## src/rtl/combo_lock_pkg.sv

```systemverilog
// Shared types and display glyphs for the combination lock.
// Latency: n/a (constants and types only).
// Backpressure: n/a.
package combo_lock_pkg;

  typedef enum logic [1:0] {
    ST_ENTRY    = 2'd0,
    ST_UNLOCKED = 2'd1,
    ST_ERROR    = 2'd2,
    ST_LOCKOUT  = 2'd3
  } state_t;

  // Active-high segment patterns, bit0=a .. bit6=g; inverted at the ports.
  localparam logic [6:0] SEG_O     = 7'h3F;
  localparam logic [6:0] SEG_P     = 7'h73;
  localparam logic [6:0] SEG_N     = 7'h54;
  localparam logic [6:0] SEG_E     = 7'h79;
  localparam logic [6:0] SEG_R     = 7'h50;
  localparam logic [6:0] SEG_L     = 7'h38;
  localparam logic [6:0] SEG_C     = 7'h39;
  localparam logic [6:0] SEG_BLANK = 7'h00;

endpackage

```

## src/rtl/combo_lock_seq_hex_to_seg7.sv

```systemverilog
// Hex nibble to active-low seven-segment decoder, bit0=a .. bit6=g.
// Latency: purely combinational.
// Backpressure: none.
module hex_to_seg7 (
  input  logic [3:0] hex,
  output logic [6:0] seg_n
);

  logic [6:0] seg;

  // Full 0-F glyph table in active-high form.
  always_comb begin
    seg = 7'h00;
    case (hex)
      4'h0: seg = 7'h3F;
      4'h1: seg = 7'h06;
      4'h2: seg = 7'h5B;
      4'h3: seg = 7'h4F;
      4'h4: seg = 7'h66;
      4'h5: seg = 7'h6D;
      4'h6: seg = 7'h7D;
      4'h7: seg = 7'h07;
      4'h8: seg = 7'h7F;
      4'h9: seg = 7'h6F;
      4'hA: seg = 7'h77;
      4'hB: seg = 7'h7C;
      4'hC: seg = 7'h39;
      4'hD: seg = 7'h5E;
      4'hE: seg = 7'h79;
      4'hF: seg = 7'h71;
      default: seg = 7'h00;
    endcase
  end

  assign seg_n = ~seg;

endmodule

```

## src/rtl/combo_lock_seq.sv

```systemverilog
// Multi-stage two-digit combination lock with error hold and failed-attempt lockout.
// Latency: an enter rising edge changes state at the clock edge that samples it.
// Backpressure: none; edges arriving in ERROR/LOCKOUT (or non-zero in UNLOCKED) are dropped.
module combo_lock_seq
  import combo_lock_pkg::*;
#(
  parameter int                      NUM_STAGES     = 3,
  parameter logic [8*NUM_STAGES-1:0] CODE           = 24'h961928,
  parameter int                      MAX_FAILS      = 3,
  parameter int                      ERR_CYCLES     = 4,
  parameter int                      LOCKOUT_CYCLES = 16
) (
  input  logic       clock,
  input  logic       reset,
  input  logic [3:0] A,
  input  logic [3:0] B,
  input  logic       enter,
  output logic [6:0] H1,
  output logic [6:0] H2,
  output logic [6:0] H3,
  output logic [6:0] H4,
  output logic [6:0] H5,
  output logic [6:0] H6,
  output logic       unlocked,
  output logic       locked_out
);

  localparam int SW   = $clog2(NUM_STAGES) + 1;
  localparam int TMAX = (ERR_CYCLES > LOCKOUT_CYCLES) ? ERR_CYCLES : LOCKOUT_CYCLES;
  localparam int TW   = $clog2(TMAX + 1);

  localparam logic [SW-1:0] LAST_STAGE = SW'(NUM_STAGES - 1);
  localparam logic [3:0]    FAIL_LIMIT = 4'(MAX_FAILS);
  localparam logic [TW-1:0] ERR_LOAD   = TW'(ERR_CYCLES - 1);
  localparam logic [TW-1:0] LOCK_LOAD  = TW'(LOCKOUT_CYCLES - 1);

  state_t        state, state_nxt;
  logic [SW-1:0] stage, stage_nxt;
  logic          match, match_nxt;
  logic [3:0]    fails, fails_nxt;
  logic [TW-1:0] timer, timer_nxt;
  logic          enter_q;

  logic          enter_edge;
  logic [7:0]    ab;
  logic [7:0]    code_cur;
  logic          digit_ok;

  assign enter_edge = enter & ~enter_q;
  assign ab         = {A, B};
  assign digit_ok   = (ab == code_cur);

  // Select the expected two-digit code for the current stage.
  always_comb begin
    code_cur = 8'h00;
    for (int i = 0; i < NUM_STAGES; i++) begin
      if (stage == SW'(i)) code_cur = CODE[i*8 +: 8];
    end
  end

  // State and datapath registers; enter_q resets high so a held button is not an edge.
  always_ff @(posedge clock) begin
    if (reset) begin
      state   <= ST_ENTRY;
      stage   <= '0;
      match   <= 1'b1;
      fails   <= 4'd0;
      timer   <= '0;
      enter_q <= 1'b1;
    end else begin
      state   <= state_nxt;
      stage   <= stage_nxt;
      match   <= match_nxt;
      fails   <= fails_nxt;
      timer   <= timer_nxt;
      enter_q <= enter;
    end
  end

  // Next-state logic; a mismatch is only judged once the last stage is entered.
  always_comb begin
    state_nxt = state;
    stage_nxt = stage;
    match_nxt = match;
    fails_nxt = fails;
    timer_nxt = timer;
    case (state)
      ST_ENTRY: begin
        if (enter_edge) begin
          if (ab == 8'h00) begin
            stage_nxt = '0;
            match_nxt = 1'b1;
          end else if (stage < LAST_STAGE) begin
            match_nxt = match & digit_ok;
            stage_nxt = stage + 1'b1;
          end else begin
            stage_nxt = '0;
            match_nxt = 1'b1;
            if (match && digit_ok) begin
              state_nxt = ST_UNLOCKED;
              fails_nxt = 4'd0;
            end else if (fails + 4'd1 == FAIL_LIMIT) begin
              state_nxt = ST_LOCKOUT;
              timer_nxt = LOCK_LOAD;
            end else begin
              state_nxt = ST_ERROR;
              fails_nxt = fails + 4'd1;
              timer_nxt = ERR_LOAD;
            end
          end
        end
      end
      ST_UNLOCKED: begin
        if (enter_edge && ab == 8'h00) state_nxt = ST_ENTRY;
      end
      ST_ERROR: begin
        if (timer == '0) state_nxt = ST_ENTRY;
        else             timer_nxt = timer - 1'b1;
      end
      ST_LOCKOUT: begin
        if (timer == '0) begin
          state_nxt = ST_ENTRY;
          fails_nxt = 4'd0;
        end else begin
          timer_nxt = timer - 1'b1;
        end
      end
      default: state_nxt = ST_ENTRY;
    endcase
  end

  logic [6:0] stage_seg_n;
  logic [6:0] msg6, msg5, msg4;

  hex_to_seg7 u_seg_b     (.hex(B),          .seg_n(H1));
  hex_to_seg7 u_seg_a     (.hex(A),          .seg_n(H2));
  hex_to_seg7 u_seg_stage (.hex(4'(stage)),  .seg_n(stage_seg_n));

  // Status word on the upper three digits, chosen by state.
  always_comb begin
    msg6 = SEG_BLANK;
    msg5 = SEG_BLANK;
    msg4 = SEG_BLANK;
    case (state)
      ST_UNLOCKED: begin msg6 = SEG_O; msg5 = SEG_P; msg4 = SEG_N; end
      ST_ERROR:    begin msg6 = SEG_E; msg5 = SEG_R; msg4 = SEG_R; end
      ST_LOCKOUT:  begin msg6 = SEG_L; msg5 = SEG_O; msg4 = SEG_C; end
      default:     begin msg6 = SEG_BLANK; msg5 = SEG_BLANK; msg4 = SEG_BLANK; end
    endcase
  end

  assign H3         = (state == ST_ENTRY) ? stage_seg_n : ~SEG_BLANK;
  assign H4         = ~msg4;
  assign H5         = ~msg5;
  assign H6         = ~msg6;
  assign unlocked   = (state == ST_UNLOCKED);
  assign locked_out = (state == ST_LOCKOUT);

endmodule
```

## config.mk

```make
export PLATFORM = sky130hd
export DESIGN_NAME = combo_lock_seq
export DESIGN_NICKNAME = d
export VERILOG_FILES = /design/src/rtl/combo_lock_pkg.sv /design/src/rtl/combo_lock_seq_hex_to_seg7.sv /design/src/rtl/combo_lock_seq.sv
export SDC_FILE = /design/constraint.sdc
export NUM_CORES = 1
export LEC_CHECK = 0
export CAP_MARGIN = 25
export CELL_PAD_IN_SITES_DETAIL_PLACEMENT = 1
export CELL_PAD_IN_SITES_GLOBAL_PLACEMENT = 1
export CORE_UTILIZATION = 35
export DETAILED_ROUTE_END_ITERATION = 10
export GPL_TIMING_DRIVEN = 0
export HOLD_SLACK_MARGIN = 0.02
export PLACE_DENSITY = 0.86
export SLEW_MARGIN = 25
export SYNTH_ARGS = -nofsm -noshare
export SYNTH_HDL_FRONTEND = slang
export SYNTH_HIERARCHICAL = 1
export SYNTH_SLANG_ARGS = --single-unit
```

## constraint.sdc

```tcl
create_clock -name clock -period 2.6 [get_ports clock]
set_input_delay 0.52 -clock clock [delete_from_list [all_inputs] [get_ports clock]]
set_output_delay 0.52 -clock clock [all_outputs]
set_load 0.02 [all_outputs]
```

==> results of run 1 <==
[routing by layer]
layer,vias up,wire length (microns)
met2,43,3190
met4,0,35
met3,6,224
li1,1089,-
met5,-,0
met1,1035,2750
[registers in the layout, indices dropped and copies added, names as in the netlist]
signal,flops
enter_q,1
stage,3
state,2
fails,4
timer,5
match,1
[final cells by class]
class	instances	area [sq um]	share of cell area, %
inverters	25	93.8	3.20
plain buffers	25	190	6.48
flip-flops and latches	16	330	11.3
repair buffers	53	493	16.8
clock buffers	3	41.3	1.41
well taps	75	93.8	3.20
multi-input cells	216	1690	57.7
[stage by stage]
stage	total power [W]	util [%]
6_report	0.000881	48.2
5_1_grt	0.000932	48.2
2_1_floorplan	0.000547	-
3_3_place_gp	0.000696	47.6
3_5_place_dp	0.000710	47.6
4_1_cts	0.000885	48.3
[worst paths after layout]
check | from | to | cells past startpoint
setup reg to reg | stage[0]$_SDFFE_PP0P_ | timer[2]$_SDFFE_PP0P_ | 8
hold reg to reg | timer[4]$_SDFFE_PP0P_ | timer[4]$_SDFFE_PP0P_ | 1
hold / removal | timer[4]$_SDFFE_PP0P_ | timer[4]$_SDFFE_PP0P_ | 1
setup / recovery | stage[1]$_SDFFE_PP0P_ | H3[5] | 7
[cells by family after synthesis]
| group | Yosys count | share of synthesized area [%] |
|---|---|---|
| compound gates | 59 | 21.1 |
| fa+ha+maj | 33 | 18.2 |
| buf+inv | 50 | 12.2 |
| flops | 16 | 14.1 |
| mux | 11 | 7.00 |
| other cells | 2 | 0.331 |
| simple gates | 109 | 27.1 |
[power groups by stage]
stage	sequential [W]	combinational, W	clock [W]
after floorplan	0.000275	0.000272	0
after global placement	0.000279	0.000417	0
after detailed placement	0.000280	0.000430	0
after CTS	0.000273	0.000417	0.000194
after global routing	0.000276	0.000451	0.000205
final	0.000273	0.000414	0.000194
[cell usage after synthesis (6+ instances only)]
| cell | number |
|---|---|
| nand2b_1 | 12 |
| a21oi_1 | 8 |
| dfxtp_1 | 16 |
| a22o_1 | 6 |
| o21ai_1 | 6 |
| nor2b_1 | 12 |
| nor2_1 | 26 |
| buf_4 | 15 |
| ha_1 | 33 |
| mux2i_1 | 8 |
| inv_1 | 25 |
| nand2_1 | 18 |
==> out/qor.txt, run 1 <==
status: completed
Ys Warns: 6
RSZ-0062 raised after global routing: no
critical path fanouts, max: 11
CTS buffer count: 3
Hold Violations, Final: 0
die footprint: 6810 sq um
top cell family by delay on the critical path: buffers and inverters
Syn-to-layout area delta: 29.3%
Tot GR Track Use: 18.4%
Worst EP arrival: 1970 ps
Main synth FF type: dfxtp_1
setup tns final: 0 ps
wire length per cell: 15.0 microns
Placed Cells: 410
Via density: 5.26
Clock power frac: 22.0%
CP Cell Sequence: inv_1 -> ha_1 -> nor2_1 -> nor2_1 -> a31oi_1 -> nand2b_1 -> clkdlybuf4s50_1
post-CTS setup buffers: 0
max_slew headroom: 65.4%
Place WS: -673 ps
initial antenna violation count: 0
worst hold slack: 506 ps
share of layout cells above drive strength 1: 16.9%
Cell Count, Final, Fillers Out: 413
GRT Max-Usage Layer: met2
design area: 2940 sq um
Post-Synthesis Cells: 280
Logic pwr share: 47.0%
CP most frequent cell: nor2_1
Min-Delay Path Class: reg2reg
Row Count: 28
post-synth top area share: 18.2%
routed vias: 2173
clock sink total: 16
drt drc: 0
IO Pins: 55
most frequent cells in the layout: ha_1, clkdlybuf4s50_1, nor2_1, inv_1
critical path required time: 2080 ps
met2 usage: 34.5%
area leader, netlist: ha_1
final net count: 384
Static Leak: 1.32 nW
Slew Viols, Final: 0
Synth area leaders: ha_1, dfxtp_1, buf_4
worst skew pair latency: 250 ps
# diodes: 0
Avg Cell Area, Syn: 8.11 sq um
Buf+Inv Stages, Crit Path: 2
port bufs: 53
crit path kind: reg2out
core area: 6100 sq um
Global Route met1 Usage: 22.5%
total gr overflow: 0
M3 GR Usage: 2.31%
global-route wire length before repair: 9.92 mm
DRT iter0 DRCs: 71
final wirelength: 6.20 mm
Synth Register Bits: 16
clock buffer depth: 2
fillers: 740
FF-to-FF setup slack: 290 ps
Final HPWL DP: 4.88 mm
Clock Skew: 2.13 ps
switching fraction of total power: 38.6%
setup slack after layout: 110 ps
Max-cap violations: 0
Area after DPL: 2900 sq um
period utilization: 95.8%
vias in the first global route: 2100
Die W: 82.6 microns
detailed-router iteration count before antenna repair: 4
Slew @ Worst Pin: 515 ps
sequential share of power: 31.0%
Pint: 0.000540 W
Max IR drop VDD: 0.241 mV
die height: 82.6 microns
power density over the cells: 300 nW/um^2
CP max stage delay: 600 ps
CTS tree: done
setup violators final: 0
Mapped Area: 2270 sq um
Achievable Freq: 402 MHz
post-CTS sizing: 48
Root Buffer: clkbuf_8
Post-DRT Antenna Nets: 0
Async SR Flop Fraction: 0%
initial cell density of the core: 37.3%
Post-synth EDFFs: 0
most common cell after layout, fill and taps aside: ha_1
Psw: 0.000340 W
post-synthesis sequential area ratio: 14.1%
synth unique cells: 58
GP Congestion: 0.855
largest net degree at the start of global routing: 12
Tmin final: 2490 ps
Critical Path Slowest Stage Cell: clkdlybuf4s50_1
CP Capture Type: primary output
CP Launch Type: flop
clk slew on worst S/H paths: 60 ps
Post-CTS Hold Fix Bufs: 0
H-tree depth: 1
No activity file was read; power rests on OpenSTA's default activity.
==> run 2, diff against run 1 <==
SETUP_SLACK_MARGIN = 0.3   (was not set)
==> out/qor.txt, run 2 (synthesis results as in run 1) <==
status: completed
setup violators final: 0 (unchanged)
Buf+Inv Stages, Crit Path: 4 (+2)
CP Capture Type: primary output
# diodes: 0 (unchanged)
vias in the first global route: 2160 (+2.9%)
drt drc: 0 (unchanged)
Slew @ Worst Pin: 515 ps (+0.772 ps)
reg2reg path depth: 9 (+1)
Reg with most FFs: timer
most common cell after layout, fill and taps aside: ha_1
core area: 6100 sq um (unchanged)
Clock Skew: 2.34 ps (+0.205 ps)
Root Buffer: clkbuf_8
Hold Violations, Final: 0 (unchanged)
port bufs: 53 (unchanged)
initial antenna violation count: 0 (unchanged)
Logic pwr share: 48.0% (+1.0 points)
Static Leak: 1.32 nW (about the same)
Crit path depth: 6 (-1)
critical path required time: 2080 ps (about the same)
Final HPWL DP: 4.88 mm (unchanged)
Area after DPL: 2900 sq um (unchanged)
worst skew pair latency: 250 ps (about the same)
Max-cap violations: 0 (unchanged)
share of layout cells above drive strength 1: 24.5% (+7.6 points)
Post-CTS Hold Fix Bufs: 0 (unchanged)
clk slew on worst S/H paths: 60 ps (about the same)
clock buffer depth: 2 (unchanged)
CTS buffer count: 3 (unchanged)
fillers: 743 (+0.41%)
Post-DRT Antenna Nets: 0 (unchanged)
GP Congestion: 0.855 (unchanged)
crit path kind: in2out
clock sink total: 16 (unchanged)
CP Cell Sequence: clkbuf_4 -> inv_2 -> ha_1 -> inv_1 -> mux4_1 -> clkbuf_2
IO Pins: 55 (unchanged)
worst hold slack: 509 ps (+3.03 ps)
Worst EP arrival: 1740 ps (-230 ps)
die height: 82.6 microns (unchanged)
Die W: 82.6 microns (unchanged)
switching fraction of total power: 39.1% (+0.51 points)
max_slew headroom: 65.3% (about the same)
largest net degree at the start of global routing: 11 (-1)
Hold Crit Depth: 1 (unchanged)
Pint: 0.000544 W (+0.61%)
sequential share of power: 30.5% (-0.5 points)
Slew Viols, Final: 0 (unchanged)
RSZ-0062 raised after global routing: yes
Largest register FFs: 5 (unchanged)
design area: 3020 sq um (+3.0%)
critical path fanouts, max: 10 (-1)
most frequent cells in the layout: ha_1, nor2_1, buf_4, nand2_1, dlygate4sd2_1
die footprint: 6810 sq um (unchanged)
CP max stage delay: 470 ps (-130 ps)
Clock power frac: 21.5% (-0.5 points)
CTS tree: done
Min-Delay Path Class: reg2reg
final wirelength: 6.41 mm (+3.3%)
biggest regs: timer: 5 flops, fails: 4 flops, stage: 3 flops
detailed-router iteration count before antenna repair: 4 (unchanged)
setup tns final: 0 ps (unchanged)
Psw: 0.000350 W (+2.8%)
Critical Path Slowest Stage Cell: mux4_1
Syn-to-layout area delta: 33.1%
final net count: 389 (+1.3%)
Row Count: 28 (unchanged)
Max IR drop VDD: 0.241 mV (+0.26%)
Tot GR Track Use: 19.0% (+0.60 points)
wire length per cell: 15.3 microns (+2.1%)
Via density: 5.25 (-0.15%)
H-tree depth: 1 (unchanged)
initial cell density of the core: 37.3% (unchanged)
power density over the cells: 296 nW/um^2 (-1.5%)
top cell family by delay on the critical path: buffers and inverters
routed vias: 2196 (+1.1%)
Tmin final: 2260 ps (-229 ps)
global-route wire length before repair: 10.3 mm (+3.4%)
total gr overflow: 0 (unchanged)
CP Launch Type: primary input
period utilization: 87.0% (-8.8 points)
DRT iter0 DRCs: 86 (+21%)
Achievable Freq: 442 MHz (+10%)
## run 2: cell count changes in the layout (fill, tap and decap cells not counted), sizes merged
cell | before | now
buf | 25 | 36
clkbuf | 9 | 10
clkdlybuf4s15 | 2 | 4
clkdlybuf4s18 | 2 | 0
clkdlybuf4s50 | 27 | 16
dlygate4sd2 | 14 | 18
## run 2: power by group through the flow
stage                     clock [W]  sequential, W  combinational [W]
final                      0.000192       0.000273           0.000429
after global routing       0.000205       0.000275           0.000467
after CTS                  0.000194       0.000272           0.000423
after detailed placement          0       0.000280           0.000430
after global placement            0       0.000279           0.000417
after floorplan                   0       0.000275           0.000272
## run 2: timing repair
item                                    CTS  global route
gates resized for setup                 100            24
pin swaps                                 1             2
gates cloned                              0             0
setup buffers                             5             0
endpoints found under the setup margin   41            29
## run 2: metrics by stage
stage	setup slack (ps)	cells	util [%]	power [W]
after floorplan	429	282	-	0.000547
after CTS	143	418	49.2	0.000890
final	339	418	49.6	0.000894
after global routing	261	418	49.6	0.000947
after global placement	-666	410	47.6	0.000696
after detailed placement	-673	410	47.6	0.000710
## run 2: per-layer routing
| layer | vias up | share of wire [%] | GRT usage, % |
|---|---|---|---|
| met5 | - | 0 | 0 |
| met2 | 35 | 51 | 35.7 |
| met1 | 1052 | 45 | 23.1 |
| li1 | 1101 | - | - |
| met4 | 0 | 1.0 | 3.62 |
| met3 | 8 | 2.9 | 2.31 |
## run 2: layout make-up
class | count | area [sq um] | share of cell area [%]
multi-input cells | 216 | 1750 | 58.0
repair buffers | 58 | 515 | 17.1
flip-flops and latches | 16 | 330 | 10.9
plain buffers | 25 | 194 | 6.42
inverters | 25 | 93.8 | 3.10
well taps | 75 | 93.8 | 3.10
clock buffers | 3 | 41.3 | 1.37
## run 2: worst paths after layout
path / endpoint / slack, ps / from
worst min register to register: timer[4]$_SDFFE_PP0P_ / 510 / timer[4]$_SDFFE_PP0P_
worst min-delay path: timer[4]$_SDFFE_PP0P_ / 510 / timer[4]$_SDFFE_PP0P_
worst max register to register: timer[2]$_SDFFE_PP0P_ / 370 / stage[0]$_SDFFE_PP0P_
worst max-delay path: H2[3] / 340 / A[1]
